<file path="config.mk">
export PLATFORM = sky130hd
export DESIGN_NAME = prog_mux_seq
export DESIGN_NICKNAME = d
export VERILOG_FILES = /design/src/rtl/prog_mux_pkg.sv /design/src/rtl/prog_mux_timer.sv /design/src/rtl/prog_mux_seq.sv
export SDC_FILE = /design/constraint.sdc
export NUM_CORES = 1
export LEC_CHECK = 0
export CAP_MARGIN = 20
export CORE_ASPECT_RATIO = 0.8
export CORE_MARGIN = 5
export CORE_UTILIZATION = 57
export CTS_CLUSTER_DIAMETER = 150
export DETAILED_ROUTE_END_ITERATION = 6
export GPL_TIMING_DRIVEN = 0
export MAX_ROUTING_LAYER = met4
export PLACE_DENSITY = 0.91
export SLEW_MARGIN = 15
export SYNTH_ARGS = -nofsm -noshare
export SYNTH_HDL_FRONTEND = slang
export SYNTH_SLANG_ARGS = --single-unit
</file>
<file path="constraint.sdc">
create_clock -name mclk -period 4.8 [get_ports mclk]
set_clock_uncertainty 0.05 [all_clocks]
set_input_delay 0.48 -clock mclk [delete_from_list [all_inputs] [get_ports mclk]]
set_output_delay 0.48 -clock mclk [all_outputs]
set_load 0.02 [all_outputs]
</file>
<file path="src/rtl/prog_mux_pkg.sv">
// Shared types and defaults for the programming-mux sequencer.
// Holds the sequencer state enum, the default break-before-make dead time,
// and a small width helper used when sizing the shared timer.
package prog_mux_pkg;

  typedef enum logic [2:0] {
    ST_IDLE       = 3'd0,
    ST_BREAK      = 3'd1,
    ST_CONNECT    = 3'd2,
    ST_PULSE      = 3'd3,
    ST_DISCONNECT = 3'd4,
    ST_DONE       = 3'd5
  } state_t;

  // Break-before-make dead time in cycles (legal range 1..255).
  localparam int DEAD_CYC_DEFAULT = 4;

  function automatic int max_int(input int a, input int b);
    return (a > b) ? a : b;
  endfunction

endpackage

</file>
<file path="src/rtl/prog_mux_timer.sv">
// Loadable down-counter shared by the dead-time and drain-pulse phases.
// Ports: mclk/reset (sync, active-high); load/value reload the count;
//        expire is high during the last cycle of a loaded interval.
module prog_mux_timer #(
  parameter int W = 16
) (
  input  logic         mclk,
  input  logic         reset,
  input  logic         load,
  input  logic [W-1:0] value,
  output logic         expire
);

  logic [W-1:0] cnt_q, cnt_d;

  // A value N loaded on the edge that enters a phase makes expire rise in
  // the N-th cycle of that phase, so the phase lasts exactly N cycles.
  always_comb begin
    cnt_d = cnt_q;
    if (load) begin
      cnt_d = value;
    end else if (cnt_q != '0) begin
      cnt_d = cnt_q - W'(1);
    end
  end

  always_ff @(posedge mclk) begin
    if (reset) begin
      cnt_q <= '0;
    end else begin
      cnt_q <= cnt_d;
    end
  end

  assign expire = (cnt_q == W'(1));

endmodule

</file>
<file path="src/rtl/prog_mux_seq.sv">
// Break-before-make sequencer switching one pad channel from its functional
// path to the programming path, issuing a drain pulse, then switching back.
// Ports: mclk/reset (sync, active-high); cmd_valid/cmd_ready/cmd_ch/cmd_len
//        command handshake; abort; fn_en/prog_sel per-channel path controls;
//        drain_pulse, busy, done, aborted, err status. All outputs registered.
module prog_mux_seq
  import prog_mux_pkg::*;
#(
  parameter int N_CH     = 8,
  parameter int PULSE_W  = 16,
  parameter int DEAD_CYC = DEAD_CYC_DEFAULT
) (
  input  logic                    mclk,
  input  logic                    reset,
  input  logic                    cmd_valid,
  output logic                    cmd_ready,
  input  logic [$clog2(N_CH)-1:0] cmd_ch,
  input  logic [PULSE_W-1:0]      cmd_len,
  input  logic                    abort,
  output logic [N_CH-1:0]         fn_en,
  output logic [N_CH-1:0]         prog_sel,
  output logic                    drain_pulse,
  output logic                    busy,
  output logic                    done,
  output logic                    aborted,
  output logic                    err
);

  localparam int CH_W = $clog2(N_CH);
  // Timer must hold both the dead time (up to 255) and the full pulse length.
  localparam int TW   = max_int(PULSE_W, 8);

  state_t              state_q, state_d;
  logic [CH_W-1:0]     ch_q, ch_d;
  logic [PULSE_W-1:0]  len_q, len_d;
  logic                abort_q, abort_d;

  logic                tmr_load;
  logic [TW-1:0]       tmr_value;
  logic                tmr_expire;

  logic                accept;
  logic                cmd_legal;
  logic [N_CH-1:0]     ch_oh;

  logic [N_CH-1:0]     fn_en_d, prog_sel_d;
  logic                drain_pulse_d, busy_d, done_d, aborted_d, err_d, cmd_ready_d;

  prog_mux_timer #(.W(TW)) u_timer (
    .mclk   (mclk),
    .reset  (reset),
    .load   (tmr_load),
    .value  (tmr_value),
    .expire (tmr_expire)
  );

  // cmd_ready is the registered copy of (state == IDLE); it is held low by
  // reset, so nothing is accepted until the first cycle after release.
  assign accept    = cmd_valid & cmd_ready;
  assign cmd_legal = (int'(cmd_ch) < N_CH) && (cmd_len != '0);

  always_comb begin
    state_d   = state_q;
    ch_d      = ch_q;
    len_d     = len_q;
    abort_d   = abort_q;
    tmr_load  = 1'b0;
    tmr_value = TW'(DEAD_CYC);
    err_d     = 1'b0;

    case (state_q)
      ST_IDLE: begin
        if (accept) begin
          if (cmd_legal) begin
            state_d  = ST_BREAK;
            ch_d     = cmd_ch;
            len_d    = cmd_len;
            abort_d  = 1'b0;
            tmr_load = 1'b1;
          end else begin
            err_d = 1'b1;
          end
        end
      end
      ST_BREAK: begin
        if (abort) begin
          state_d  = ST_DISCONNECT;
          abort_d  = 1'b1;
          tmr_load = 1'b1;
        end else if (tmr_expire) begin
          state_d  = ST_CONNECT;
          tmr_load = 1'b1;
        end
      end
      ST_CONNECT: begin
        if (abort) begin
          state_d  = ST_DISCONNECT;
          abort_d  = 1'b1;
          tmr_load = 1'b1;
        end else if (tmr_expire) begin
          state_d   = ST_PULSE;
          tmr_load  = 1'b1;
          tmr_value = TW'(len_q);
        end
      end
      ST_PULSE: begin
        if (abort) begin
          state_d  = ST_DISCONNECT;
          abort_d  = 1'b1;
          tmr_load = 1'b1;
        end else if (tmr_expire) begin
          state_d  = ST_DISCONNECT;
          tmr_load = 1'b1;
        end
      end
      ST_DISCONNECT: begin
        if (tmr_expire) begin
          state_d = ST_DONE;
        end
      end
      ST_DONE: begin
        state_d = ST_IDLE;
      end
      default: begin
        state_d = ST_IDLE;
      end
    endcase
  end

  // Outputs are decoded from the next state so that, once registered, they
  // line up cycle-for-cycle with the state register.
  always_comb begin
    ch_oh         = N_CH'(1) << ch_d;
    fn_en_d       = '1;
    prog_sel_d    = '0;
    drain_pulse_d = 1'b0;
    done_d        = 1'b0;
    aborted_d     = 1'b0;
    busy_d        = (state_d != ST_IDLE);
    cmd_ready_d   = (state_d == ST_IDLE);

    case (state_d)
      ST_BREAK, ST_DISCONNECT: begin
        fn_en_d = ~ch_oh;
      end
      ST_CONNECT: begin
        fn_en_d    = ~ch_oh;
        prog_sel_d = ch_oh;
      end
      ST_PULSE: begin
        fn_en_d       = ~ch_oh;
        prog_sel_d    = ch_oh;
        drain_pulse_d = 1'b1;
      end
      ST_DONE: begin
        done_d    = 1'b1;
        aborted_d = abort_d;
      end
      default: begin
      end
    endcase
  end

  always_ff @(posedge mclk) begin
    if (reset) begin
      state_q     <= ST_IDLE;
      ch_q        <= '0;
      len_q       <= '0;
      abort_q     <= 1'b0;
      fn_en       <= '1;
      prog_sel    <= '0;
      drain_pulse <= 1'b0;
      busy        <= 1'b0;
      done        <= 1'b0;
      aborted     <= 1'b0;
      err         <= 1'b0;
      cmd_ready   <= 1'b0;
    end else begin
      state_q     <= state_d;
      ch_q        <= ch_d;
      len_q       <= len_d;
      abort_q     <= abort_d;
      fn_en       <= fn_en_d;
      prog_sel    <= prog_sel_d;
      drain_pulse <= drain_pulse_d;
      busy        <= busy_d;
      done        <= done_d;
      aborted     <= aborted_d;
      err         <= err_d;
      cmd_ready   <= cmd_ready_d;
    end
  end

endmodule

</file>
==> results.md, run 1 <==
- Status: finished, final reports clean
- Multi-input logic area: 1378 µm²
- Met1 wire length: 3186 µm
- Max FO, Critical Path: 6
- Psw: 0.6379 mW
- Most used cell, CP: nor4_1
- CTS sink cnt: 61
- Gr usage total: 25.28%
- Design Area, Final: 3438 µm²
- Synth top area share: 45.08%
- GR Overflow Total: 0
- Pleak: 1.319 nW
- Routed vias: 2534
- WP data required: 5.03 ns
- Post-synthesis async set-or-reset flop share: 0%
- Cell family with most CP delay: simple AND/OR/NAND/NOR gates
- Hold WC Path Type: reg -> reg
- Iteration count of the initial detailed-routing pass: 6
- Deepest clock path buffer count: 2
- Setup_tns: 0 ns
- Clk_lat worst skew: 0.34 ns
- Share of power burned in combinational logic: 35.9%
- CP startpoint kind: input pin
- Sequential-to-total area share from yosys stat: 45.08%
- PD cells: 531.6 nW/µm²
- Synth Register Bits: 61
- Clock power frac: 27.2%
- Total CTS buffers: 9
- Fin crit share: 54.65%
- Distinct cells, synth: 51
- Fin util: 74.80%
- Drc violations: 0
- Fill cells: 296
- Port Buf Inserts: 44
- Cell depth of the worst setup path: 6
- CP Cell Sequence: clkdlybuf4s50_1, nor4_1, nand4_1, and2_0, nor4_1, a22o_1
- Pin count of the biggest net entering global routing: 11
- Layout cells sized above 1: 10.31%
- CP Data Arrival Time: 2.86 ns
- Ports: 45
- Vias in the first global route: 2425
- Starting DRT DRC Count: 382
- Post_cts resized: 0
- Worst Setup End Kind: flop
- Area occupied by registers: 1221 µm²
- Int Pwr: 1.190 mW
- Setup repair bufs after CTS: 0
- Post-DP HPWL: 4999 µm
- Core Area: 4597 µm²
- EDFF count, synth: 0
- Routed WL: 7225 µm
- Met2 routed WL: 3293 µm
- N_diodes: 0
- Main area contributors after synthesis: dfxtp_1, nand2_1, a21oi_1, xor2_1, a22o_1
- Final setup viols: 0
- WP buf/inv: 1
- Initial Util: 58.93%
- Nets@finish: 381
- Sequential fraction of design power: 36.9%
- Overall Power: 1.828 mW
- Placed cell area: 3224 µm²
- Synthesis Warnings: 0
- Die area: 6240 µm²
- Syn_area_per_cell: 9.029 µm²
- Root buf cell: clkbuf_8
- Fin crit period: 2.623 ns
- Slew headroom: 50.26%
- Routed wire per std cell: 17.24 µm
- Final hold viol count: 0
- Clock slew at reported path FFs: 0.06 ns
- R2R cell count: 9
- H-tree Lvls: 3
- Worst path max stage delay: 0.68 ns
- Initial antenna violation count: 0
- Peak VDD IR: 0.3682 mV
- Chip width: 87.08 µm
- # rows: 22
- Main synth FF type: dfxtp_1
- Via-to-Cell Ratio: 6.048
- Die Y: 71.66 µm
- Hold buffer count at cts: 0
- Post-synth top area cell: dfxtp_1
- Max-Cap Viols: 0
- Top Layer Used: met4
- Switching fraction of total power: 34.90%
- RSZ-0062 raised after global routing: false
- Worst Hold Path Cells: 2
- GP Congestion: 0.9041
- Met3 WL: 608 µm
- CTS tree: yes
- Post-route ant nets: 0
- Slowest cell on the critical path: nor4_1
- Worst setup path category: in -> reg
- Synth Cell Area: 2709 µm²
- Synthesized net count: 326
- Final Max Slew Viols: 0
- Worst-Margin Slew: 0.7393 ns
- Synth Instances: 300
- F_max: 381.2 MHz
- Area growth syn-to-layout: 26.93%
- First-pass GRT wire length: 11870 µm
==> cell type report <==
class                           count  share of cell area (%)
Buffer                             17                   2.766
Clock buffer                       11                   4.112
Clock inverter                      4                   2.111
Inverter                            4                  0.4367
Multi-Input combinational cell    218                   40.07
Sequential cell                    61                   35.52
Tap cell                           60                   2.183
Timing Repair Buffer               44                   12.81
==> kinds of logic (layout without fill, tap and decap cells) <==
logic type	count (synthesis)	count (layout)	share of synthesized area, %
mux	10	10	3.926
fa+ha+maj	3	3	1.386
compound gates	49	49	12.47
xor+xnor	15	15	4.850
flops	61	61	45.08
buf+inv	21	80	4.064
simple gates	141	141	28.22
==> path summary, 6_finish.rpt <==
path	startpoint	endpoint	slack, ns
min reg2reg	len_q[5]$_SDFFE_PP0P_	len_q[5]$_SDFFE_PP0P_	0.42
max	cmd_len[12]	u_timer.cnt_q[15]$_SDFFE_PP0P_	2.18
min	len_q[5]$_SDFFE_PP0P_	len_q[5]$_SDFFE_PP0P_	0.42
max reg2reg	u_timer.cnt_q[1]$_SDFFE_PP0P_	u_timer.cnt_q[15]$_SDFFE_PP0P_	2.24
==> per-stage QoR <==
step	hold slack (ns)	setup slack, ns	cells
after CTS	0.4180	2.242	419
after global routing	0.4324	2.022	419
after floorplan	0.3764	2.696	300
final	0.4231	2.177	419
after detailed placement	0.4059	1.873	404
after global placement	0.3943	1.854	404
==> routing by layer <==
metal	global-route usage (%)	vias to the layer above
met5	-	-
met2	37.74	130
li1	-	1187
met4	10.21	0
met3	6.782	22
met1	32.35	1195
==> cells in the final DEF (no fill, tap or decap), drive strengths merged, types with 2 or more instances in the layout <==
| cell type | n |
|---|---|
| clkbuf | 20 |
| nor2b | 2 |
| a22o | 10 |
| nor4b | 4 |
| and2 | 2 |
| o31a | 3 |
| or4 | 4 |
| nand4 | 5 |
| mux2 | 5 |
| or3 | 3 |
| a211oi | 3 |
| xor2 | 11 |
| nor4 | 14 |
| inv | 4 |
| nor3b | 6 |
| dfxtp | 61 |
| a31oi | 3 |
| and4 | 2 |
| nor2 | 19 |
| clkdlybuf4s50 | 44 |
| nor3 | 15 |
| nand2b | 4 |
| a21oi | 22 |
| bufinv | 2 |
| buf | 8 |
| ha | 3 |
| mux2i | 5 |
| nand3 | 5 |
| xnor2 | 4 |
| nand2 | 51 |
==> power groups by stage <==
stage | logic, mW | registers [mW] | clock network (mW)
floorplan | 0.497 | 0.662 | 0
global placement | 0.617 | 0.671 | 0
detailed placement | 0.630 | 0.679 | 0
CTS | 0.647 | 0.670 | 0.501
global route | 0.719 | 0.682 | 0.524
finish | 0.657 | 0.674 | 0.497
==> worst register-to-register path, cell delays in order (launching register included) <==
cell	delay, ns
dfxtp_1	0.40
inv_1	0.11
ha_1	0.21
nor4b_1	0.15
and4_1	0.23
buf_6	0.14
o21a_1	0.16
buf_2	0.18
nor4_1	0.64
a22o_1	0.25
==> registers in the layout (all words and copies together), names as in the netlist, 3 cells and up <==
name / flops
ch_q: 3
prog_sel: 8
u_timer.cnt_q: 16
fn_en: 8
state_q: 3
len_q: 16
==> cells in the mapped netlist (5+ instances only) <==
cell type	instances
nor2_1	19
xor2_1	11
nand4_1	5
dfxtp_1	61
nor4_1	12
nand3_1	5
nand2_1	50
a21oi_1	22
nor3_1	15
nor3b_1	5
clkbuf_1	8
mux2i_1	5
a22o_1	10
mux2_2	5
Power figures use the tool's default switching activity.
==> run 2, diff against run 1 <==
Settings changed: CORE_UTILIZATION 57 to 53, PLACE_DENSITY 0.91 to 0.86.
Clock period 4.8 ns to 2.53 ns, I/O delays scaled along.
==> results.md, run 2 (synthesized netlist as in run 1, its figures left out) <==
- Ports: 45
- Port Buf Inserts: 44
- Fin util: 69.72%
- CP Data Arrival Time: 2.59 ns
- CTS sink cnt: 61
- Setup WS pre-CTS: -0.2743 ns
- Routed wire per std cell: 16.70 µm
- Max FO, Critical Path: 10
- GR Overflow Total: 0
- CP Cell Sequence: clkdlybuf4s50_1, nor4_1, nand4_1, and2_0, buf_2, o31ai_1, a21oi_1
- CP startpoint kind: input pin
- Slowest cell on the critical path: clkdlybuf4s50_1
- H-tree Lvls: 3
- Final hold viol count: 0
- Setup repair bufs after CTS: 0
- Final Max Slew Viols: 0
- Die Y: 73.95 µm
- Nets@finish: 381
- Clock slew at reported path FFs: 0.06 ns
- Fin crit period: 2.432 ns
- Post-route ant nets: 0
- # rows: 23
- F_max: 411.1 MHz
- Setup_tns: 0 ns
- Worst path max stage delay: 0.42 ns
- Worst-Margin Slew: 0.6460 ns
- Drc violations: 0
- Largest registers: len_q: 16 flops, u_timer.cnt_q: 16 flops
- Root buf cell: clkbuf_8
- Cell family with most CP delay: simple AND/OR/NAND/NOR gates
- Final setup viols: 0
- Layout cells sized above 1: 11.70%
- Core Area: 4979 µm²
- First-pass GRT wire length: 11080 µm
- Most frequent cells in the layout: dfxtp_1, nand2_1, clkdlybuf4s50_1
- Worst Setup End Kind: flop
- Hold buffer count at cts: 0
- Hold WC Path Type: reg -> reg
- Slew headroom: 56.54%
- WP buf/inv: 2
- WHS: 0.4117 ns
- Chip width: 89.93 µm
- Fin crit share: 96.14%
- Most common cell after layout, fill and taps aside: dfxtp_1
- Final worst slack: 0.09754 ns
- Vias in the first global route: 2280
- Routed vias: 2491
- Deepest clock path buffer count: 2
- Peak VDD IR: 0.4854 mV
- R2R Setup Slk: 0.12 ns
- Via-to-Cell Ratio: 5.917
- GP Congestion: 0.9029
- Gr usage total: 21.88%
- N_diodes: 0
- Pin count of the biggest net entering global routing: 11
- Clk_lat worst skew: 0.34 ns
- Max-Cap Viols: 0
- WP data required: 2.69 ns
- Post-DP HPWL: 4911 µm
- Pleak: 1.332 nW
- Area growth syn-to-layout: 28.13%
- Routed WL: 7031 µm
- Initial Util: 54.41%
- Status: finished, final reports clean
- Overall Power: 3.527 mW
- Starting DRT DRC Count: 291
- Total CTS buffers: 9
- Iteration count of the initial detailed-routing pass: 4
- PD cells: 1016 nW/µm²
- Die area: 6650 µm²
- Worst setup path category: in -> reg
- Initial antenna violation count: 0
- CTS tree: yes
==> run 2: cell count changes in the layout (fill, tap and decap cells not counted), sizes merged <==
| cell | delta |
|---|---|
| clkinvlp | -1 |
| clkbuf | +1 |
==> run 2: final timing paths <==
| check | depth (start not counted) | endpoint | from |
|---|---|---|---|
| max | 7 | u_timer.cnt_q[11]$_SDFFE_PP0P_ | cmd_len[5] |
| min | 2 | len_q[8]$_SDFFE_PP0P_ | len_q[8]$_SDFFE_PP0P_ |
| max reg2reg | 9 | u_timer.cnt_q[3]$_SDFFE_PP0P_ | u_timer.cnt_q[1]$_SDFFE_PP0P_ |
| min reg2reg | 2 | len_q[8]$_SDFFE_PP0P_ | len_q[8]$_SDFFE_PP0P_ |
==> run 2: per-stage QoR <==
stage,cells,cell area [µm²]
after global routing,421,3471
after floorplan,300,2709
after CTS,421,3457
after detailed placement,406,3227
final,421,3471
after global placement,406,3227
==> run 2: worst register-to-register path, stage by stage (launching register included) <==
cell and delay [ns]:
dfxtp_1 0.42, inv_1 0.11, ha_1 0.21, nor4b_1 0.15
and4_1 0.23, buf_6 0.14, o21a_1 0.17, buf_2 0.18
or4_1 0.52, a21oi_1 0.15
==> run 2: per-layer routing <==
| metal | wire, µm | GRT usage [%] | vias up |
|---|---|---|---|
| met5 | 0 | - | - |
| met1 | 3294 | 27.97 | 1196 |
| li1 | - | - | 1185 |
| met3 | 472 | 8.089 | 10 |
| met2 | 3177 | 32.71 | 100 |
| met4 | 87 | 6.446 | 0 |
==> run 2: cell type report <==
| cell class | count | area [µm²] |
|---|---|---|
| Tap cell | 62 | 77.57 |
| Clock inverter | 3 | 68.82 |
| Fill cell | 392 | 1508 |
| Inverter | 4 | 15.01 |
| Clock buffer | 12 | 155.1 |
| Timing Repair Buffer | 44 | 440.4 |
| Buffer | 17 | 96.34 |
| Sequential cell | 61 | 1221 |
| Multi-Input combinational cell | 218 | 1396 |
==> run 2: power by group <==
group          leakage, nW  internal [mW]  total (mW)  switching (mW)
sequential           0.497           1.09        1.27           0.178
combinational        0.723          0.591        1.27           0.682
clock                0.113          0.605       0.982           0.377
==> run 2: timing repair <==
action	4_1_cts	5_1_grt
endpoints found under the setup margin	4	32
hold endpoints to repair	0	0
resized for setup	1	5
